$ cat config.mk
export PLATFORM = sky130hd
export DESIGN_NAME = attention_output_streamer
export DESIGN_NICKNAME = d
export VERILOG_FILES = /design/src/rtl/attn_stream_pkg.sv /design/src/rtl/attention_output_streamer.sv
export SDC_FILE = /design/constraint.sdc
export NUM_CORES = 2
export LEC_CHECK = 0
export BUFFER_PORTS_ARGS = -buffer_cell sky130_fd_sc_hd__clkbuf_2
export CAP_MARGIN = 20
export CORE_AREA = 2 2 405 407
export DETAILED_ROUTE_END_ITERATION = 6
export DIE_AREA = 0 0 407 409
export PLACE_DENSITY = 0.5
export REMOVE_ABC_BUFFERS = 1
export SETUP_SLACK_MARGIN = 0.4
export SYNTH_ARGS = -nofsm -noshare
export SYNTH_HDL_FRONTEND = slang
export SYNTH_SLANG_ARGS = --single-unit
$ cat constraint.sdc
create_clock -name clk -period 7.4 [get_ports clk]
set_clock_uncertainty 0.15 [all_clocks]
set_input_delay 0.74 -clock clk [delete_from_list [all_inputs] [get_ports clk]]
set_output_delay 0.74 -clock clk [all_outputs]
set_load 0.02 [all_outputs]
$ cat src/rtl/attn_stream_pkg.sv
// attn_stream_pkg: shared state encoding and frame-slicing helpers for the attention stream blocks
package attn_stream_pkg;
  typedef enum logic {ST_IDLE, ST_STREAM} state_t;
  function automatic int idx_width(input int count);
    return count > 1 ? $clog2(count) : 1;
  endfunction
  function automatic int elem_lo(input int k, input int dw);
    return k * dw;
  endfunction
endpackage

$ cat src/rtl/attention_output_streamer.sv
// attention_output_streamer: captures a packed (L, N, E) frame on load and streams it one element per valid/ready beat
module attention_output_streamer
  import attn_stream_pkg::*;
#(
  parameter int DATA_WIDTH = 16,
  parameter int L = 8,
  parameter int N = 1,
  parameter int E = 8,
  localparam int COUNT = L * N * E,
  localparam int IDX_W = idx_width(COUNT)
) (
  input  logic                        clk,
  input  logic                        rst_n,
  input  logic                        load,
  input  logic [DATA_WIDTH*COUNT-1:0] data_in,
  output logic                        m_valid,
  input  logic                        m_ready,
  output logic [DATA_WIDTH-1:0]       m_data,
  output logic [IDX_W-1:0]            m_index,
  output logic                        m_last,
  output logic                        busy,
  output logic                        done,
  output logic                        overrun
);
  localparam logic [IDX_W-1:0] LAST = IDX_W'(COUNT - 1);
  state_t state, state_n;
  logic [DATA_WIDTH*COUNT-1:0] frame_q;
  logic [DATA_WIDTH-1:0] data_n;
  logic [IDX_W-1:0] idx, idx_n, nxt;
  logic capture, last_n, done_n, overrun_n;
  assign m_valid = state == ST_STREAM;
  assign busy    = state == ST_STREAM;
  assign m_index = idx;
  // m_data/m_last are precomputed for the next beat so no path runs from m_ready to the outputs
  always_comb begin
    state_n   = state;
    idx_n     = idx;
    data_n    = m_data;
    last_n    = m_last;
    done_n    = 1'b0;
    capture   = 1'b0;
    overrun_n = load && state == ST_STREAM;
    nxt       = idx + 1'b1;
    if (state == ST_IDLE) begin
      if (load) begin
        capture = 1'b1;
        state_n = ST_STREAM;
        idx_n   = '0;
        data_n  = data_in[elem_lo(0, DATA_WIDTH) +: DATA_WIDTH];
        last_n  = LAST == '0;
      end
    end else if (m_ready) begin
      if (idx == LAST) begin
        state_n = ST_IDLE;
        idx_n   = '0;
        last_n  = 1'b0;
        done_n  = 1'b1;
      end else begin
        idx_n  = nxt;
        data_n = frame_q[elem_lo(int'(nxt), DATA_WIDTH) +: DATA_WIDTH];
        last_n = nxt == LAST;
      end
    end
  end
  always_ff @(posedge clk or negedge rst_n) begin
    if (!rst_n) begin
      state   <= ST_IDLE;
      frame_q <= '0;
      idx     <= '0;
      m_data  <= '0;
      m_last  <= 1'b0;
      done    <= 1'b0;
      overrun <= 1'b0;
    end else begin
      state   <= state_n;
      idx     <= idx_n;
      m_data  <= data_n;
      m_last  <= last_n;
      done    <= done_n;
      overrun <= overrun_n;
      if (capture) frame_q <= data_in;
    end
  end
endmodule

# ---- Yosys cells after proc, flatten, opt, wreduce, memory -nomap -nowiden
# Index checks and enable logic that the tools add are counted.
dict set report word_totals {
  register_bits 1050
  in_bits 1028
  output_inout_bits 27
  elab_cells 37
}
dict set report op_classes {
  add_sub_neg 1
  eq_ne 4
  shift 1
  mux 20
  n_reduce_logical 4
}
# cell count
set ops {}
lappend ops {{variable part select 1024 x 11 -> 16 bit} 1}
lappend ops {{2-to-1 mux 16 bit} 4}
lappend ops {{2-to-1 mux 6 bit} 4}
lappend ops {{== test 6 bit (second input constant)} 2}
lappend ops {{2-to-1 mux 1 bit} 12}
lappend ops {{adder 6 x 1 -> 6 bit (second input constant)} 1}
lappend ops {{inequality test 2 bit (second input constant)} 2}
lappend ops {{AND reduction 3 bit} 1}
lappend ops {{AND reduction 2 bit} 1}
lappend ops {{nonzero test 2 bit} 1}
lappend ops {{logical AND 1 bit} 1}

# ---- Logic depth before layout (Yosys ltp)
dict set report logic_depth {
  word_depth 5
  depth_mapped 15
  ltp_nobuf 8
}

# ---- Least setup slack after synthesis
# Ideal clock, no wire load.
dict set report synth_path {
  path_kind {register -> register}
  start {register idx[0], in the netlist m_index[0]}
  end {register m_data[2]}
  setup_time_ps 132
  arrival_ps 3134
  t_required_ps 7118
  path_slack_ps 3984
  stages_incl_launch_ff 15
  n_path_buf 7
  period_less_slack_ps 3416
  cell_sequence {dfrtp_1 > buf_6 > buf_6 > buf_6 > buf_4 > inv_1 > ha_1 > buf_2 > buf_2 > buf_1 > mux4_2 > a211oi_1 > a211oi_1 > nor4_1 > o21ai_1}
}
dict set report synth_via {
  elab_chain_cells 5
  word_cells_on_any_way 8
  cone_classes {1 x add/sub; 2 x eq/ne; 1 x shift; 3 x mux; 1 x reduce/logical}
}
# element line
set synth_lines {}
lappend synth_lines {{start: declaration} attention_output_streamer.sv:29} ;# logic [IDX_W-1:0] idx, idx_n, nxt;
lappend synth_lines {{start signal: assignment} attention_output_streamer.sv:76} ;# idx <= idx_n;
lappend synth_lines {{adder 6 x 1 -> 6 bit} attention_output_streamer.sv:43} ;# nxt = idx + 1'b1;
lappend synth_lines {{variable part select 1024 x 11 -> 16 bit} attention_output_streamer.sv:60} ;# data_n = frame_q[elem_lo(int'(nxt), DATA_WIDTH) +: DATA_WIDTH];
lappend synth_lines {{2-to-1 mux 16 bit} attention_output_streamer.sv:53} ;# if (idx == LAST) begin
lappend synth_lines {{2-to-1 mux 16 bit} attention_output_streamer.sv:52} ;# end else if (m_ready) begin
lappend synth_lines {{2-to-1 mux 16 bit} attention_output_streamer.sv:44} ;# if (state == ST_IDLE) begin
lappend synth_lines {{end signal: assignment} attention_output_streamer.sv:77} ;# m_data <= data_n;
lappend synth_lines {{end: declaration} attention_output_streamer.sv:18} ;# output logic [DATA_WIDTH-1:0] m_data,
# Parallel ways exist; a longest one is shown, timed or not. The select of a mux whose other input is x is not followed.
# A chain may end at the register's enable or synchronous reset.

# ---- Final worst setup path
dict set report layout_path {
  start {register idx[0], in the netlist m_index[0]}
  end {register m_data[9]}
}
# The elaborated chain is that of the path after synthesis.

==> flow_summary.toml <==
[cts]
clkTransAtPathRegs_ns = 0.06
numCtsBuffers = 120
h-tree-depth = 3
cts_buffer_depth = 3
postCtsSetupBuffers = 0
cts_tree = "yes"
clk-insertion-delay-late_ns = 0.74
root_buffer = "clkbuf_16"
cts.sink_count = 1050

[synth]
synthMuxAreaShare = 0.379
synth_fa_ha_area_frac = 0.000529
async_flop_share = 1.00
yosys_most_used_dff = "dfrtp_1"
synth-compound-area-share = 0.0265
ys_ff_latch = 1050
synthXorXnorAreaFrac = 0.00106
netlist_instances = 2901
synth_top_family_by_area = "multiplexers"
yosysTopAreaCell = "dfrtp_1"
synth_cell_types = 34
synth-seq-area-share = 0.555
synthSimpleGateAreaFrac = 0.0134
synth_edf_count = 0
netlist_top_cells_area = "dfrtp_1 (55%), mux2_2 (24%), mux4_2 (12%), a211oi_1 (2.0%), buf_2 (1.4%)"
yosysMostFrequentCell = "dfrtp_1"
yosys-top-cells-count = "dfrtp_1 (1050), mux2_2 (1025), mux4_2 (256)"
yosys_warnings = 0
netlist_area_um2 = 47300
syn_area_per_cell_um2 = 16.3
synth_top_area_frac = 0.555

[finish]
final_area_um2 = 59900
area_delta_synth_final_pct = 26.6
final_nets = 5036
drive_gt1_frac = 0.634

[sta]
fin_setup_tns_ns = 0
worst_pin_slew_ns = 1.19
hold_violations = 0
slew_headroom = 0.205
setup_viol = 0
fin_crit_sh = 0.569
rsz0062_at_grt = "no"
clock.fmax_ghz = 0.237
fin_ws_ns = 3.19
final_max_slew_viol_count = 0
period_needed_ns = 4.21

[drt]
dr.pass1.iters = 6
routedWlPerCell_um = 26.4
drtIter0Drc = 1929
drc_errors = 0
wl_um = 167000
final_antenna_net_count = 0
vias = 30600
via_per_inst = 4.85

[setup_path]
crit_top_cell = "a211oi_1"
critPathMaxStageDelay_ns = 0.87
cpMaxStageDelayCell = "a211oi_1"
path_cells = "buf_4, ha_1, xor2_4, buf_12, a211oi_1, a211oi_1, nor4_1, o21ai_1"
worstRegToRegCells = 8
crit_fanout = 58
crit_type = "reg -> reg"
path_buf_inv = 2
end_kind = "flip-flop"
crit_path_start_kind = "flip-flop"
path_depth = 8
required_ns = 7.91
cp.arrival_ns = 4.72
path_delay_family = "compound AO/OA/AOI/OAI gates"

[hold_path]
hold_path_class = "in -> reg"
whs_path_depth = 2

[grt]
grt_max_degree = 168
grt_pass1_wl_um = 237000
grtUsageTotal = 0.197
grt_pass1_vias = 32300
grt_overflow_total = 0
antenna_found_initial = 56

[floorplanning]
fp.dieArea_um2 = 166000
placementRows = 148
ios = 1055
die_w_um = 407
core-area_um2 = 162000
start_util = 0.292
die_h_um = 409

[power_and_ir_drop]
powerDensity_nw_per_um2 = 297
leakage_nw = 26.7
irDropWorstVdd_v = 0.000190
total_power_mw = 17.8

[outcome]
status = "finished, final reports clean"

[placed_design]
port-buffer-count = 1054
hpwl_um = 125000
gp_congestion = 0.839
pre_cts_ws_ns = 3.16
placedInstanceArea_um2 = 55000

[run]
cap_violations = 0
[area by class of cell]
cell class                      count  area (um^2)
Tap cell                         2175         2720
Timing Repair Buffer             1199         6790
Clock buffer                      182         3570
Clock inverter                     36          479
Sequential cell                  1050        26300
Antenna cell                       30         75.1
Fill cell                       15700       102000
Inverter                            1         3.75
Multi-Input combinational cell   1634        20000
[flip-flops by register name, indices dropped and copies added (netlist names)]
register / flops
done: 1
m_last: 1
m_data: 16
frame_q: 1024
busy: 1
overrun: 1
m_index: 6
[worst reg2reg max path: cells and delay by family, from the launching register on]
family | cells | cell delay (ns)
xor gates and xnor gates | 1 | 0.53
AOI/OAI and AO/OA | 3 | 1.35
adders and majority gates | 1 | 0.48
and+or+nand+nor | 1 | 0.10
DFF | 1 | 0.61
buffers and inverters | 2 | 0.92
[report_power, final]
part	internal, mW	total (mW)	switching, mW
logic	2.30	4.72	2.42
registers	6.45	6.92	0.467
clock network	3.62	6.14	2.51
[cell usage in the layout, fill, tap and decap left out, drive strengths merged, types with 2 or more instances in the layout]
cell | synthesis | routed
mux2i | 64 | 64
inv | 1 | 8
clkinv | 0 | 17
dlygate4sd3 | 0 | 81
nand3 | 8 | 8
dfrtp | 1050 | 1050
xnor2 | 2 | 2
nor2b | 64 | 64
xor2 | 2 | 2
mux4 | 256 | 256
nor4 | 16 | 16
ha | 2 | 2
or3 | 2 | 2
bufinv | 0 | 9
clkbuf | 46 | 1235
nor2 | 6 | 6
a22oi | 16 | 16
buf | 170 | 65
a211oi | 127 | 127
mux2 | 1025 | 1025
clkinvlp | 0 | 3
nand2 | 8 | 8
diode | 0 | 30
o21ai | 26 | 26
[path summary, 6_finish.rpt]
path | endpoint | slack [ns] | start
setup / recovery | m_data[9]$_DFFE_PN0P_ | 3.19 | m_index[0]$_DFFE_PN0P_
hold / removal | frame_q[620]$_DFFE_PN0P_ | 0.08 | data_in[620]
setup reg to reg | m_data[9]$_DFFE_PN0P_ | 3.19 | m_index[0]$_DFFE_PN0P_
hold reg to reg | frame_q[985]$_DFFE_PN0P_ | 0.35 | frame_q[985]$_DFFE_PN0P_
max in group asynchronous | frame_q[448]$_DFFE_PN0P_ | 4.85 | rst_n
min in group asynchronous | frame_q[909]$_DFFE_PN0P_ | 0.51 | rst_n
[routing by layer]
layer | vias up | GRT usage | wire length (um)
met4 | 28 | 0.0478 | 3050
met1 | 16300 | 0.254 | 69700
met5 | - | 0 | 184
met2 | 801 | 0.334 | 84300
met3 | 193 | 0.0462 | 9440
li1 | 13300 | - | -
[cell families (layout without fill, tap and decap cells)]
family,Yosys count,in the layout
compound gates,175,175
other cells,0,30
simple gates,108,108
mux,1345,1345
xor+xnor,4,4
buf+inv,217,1418
flops,1050,1050
fa+ha+maj,2,2
[metrics by stage]
step / util / hold WS (ns) / instances
floorplan: - / 0.294 / 2685
global placement: 0.339 / 0.334 / 5977
detailed placement: 0.339 / 0.340 / 5977
CTS: 0.369 / 0.0000993 / 6276
global route: 0.370 / 0.0148 / 6299
finish: 0.370 / 0.0770 / 6307
[what timing repair did]
action | in CTS | in global routing
hold endpoints to repair | 143 | 0
hold buffers | 81 | 0
gates resized for setup | 0 | 0
No activity file was read; power rests on OpenSTA's default activity.
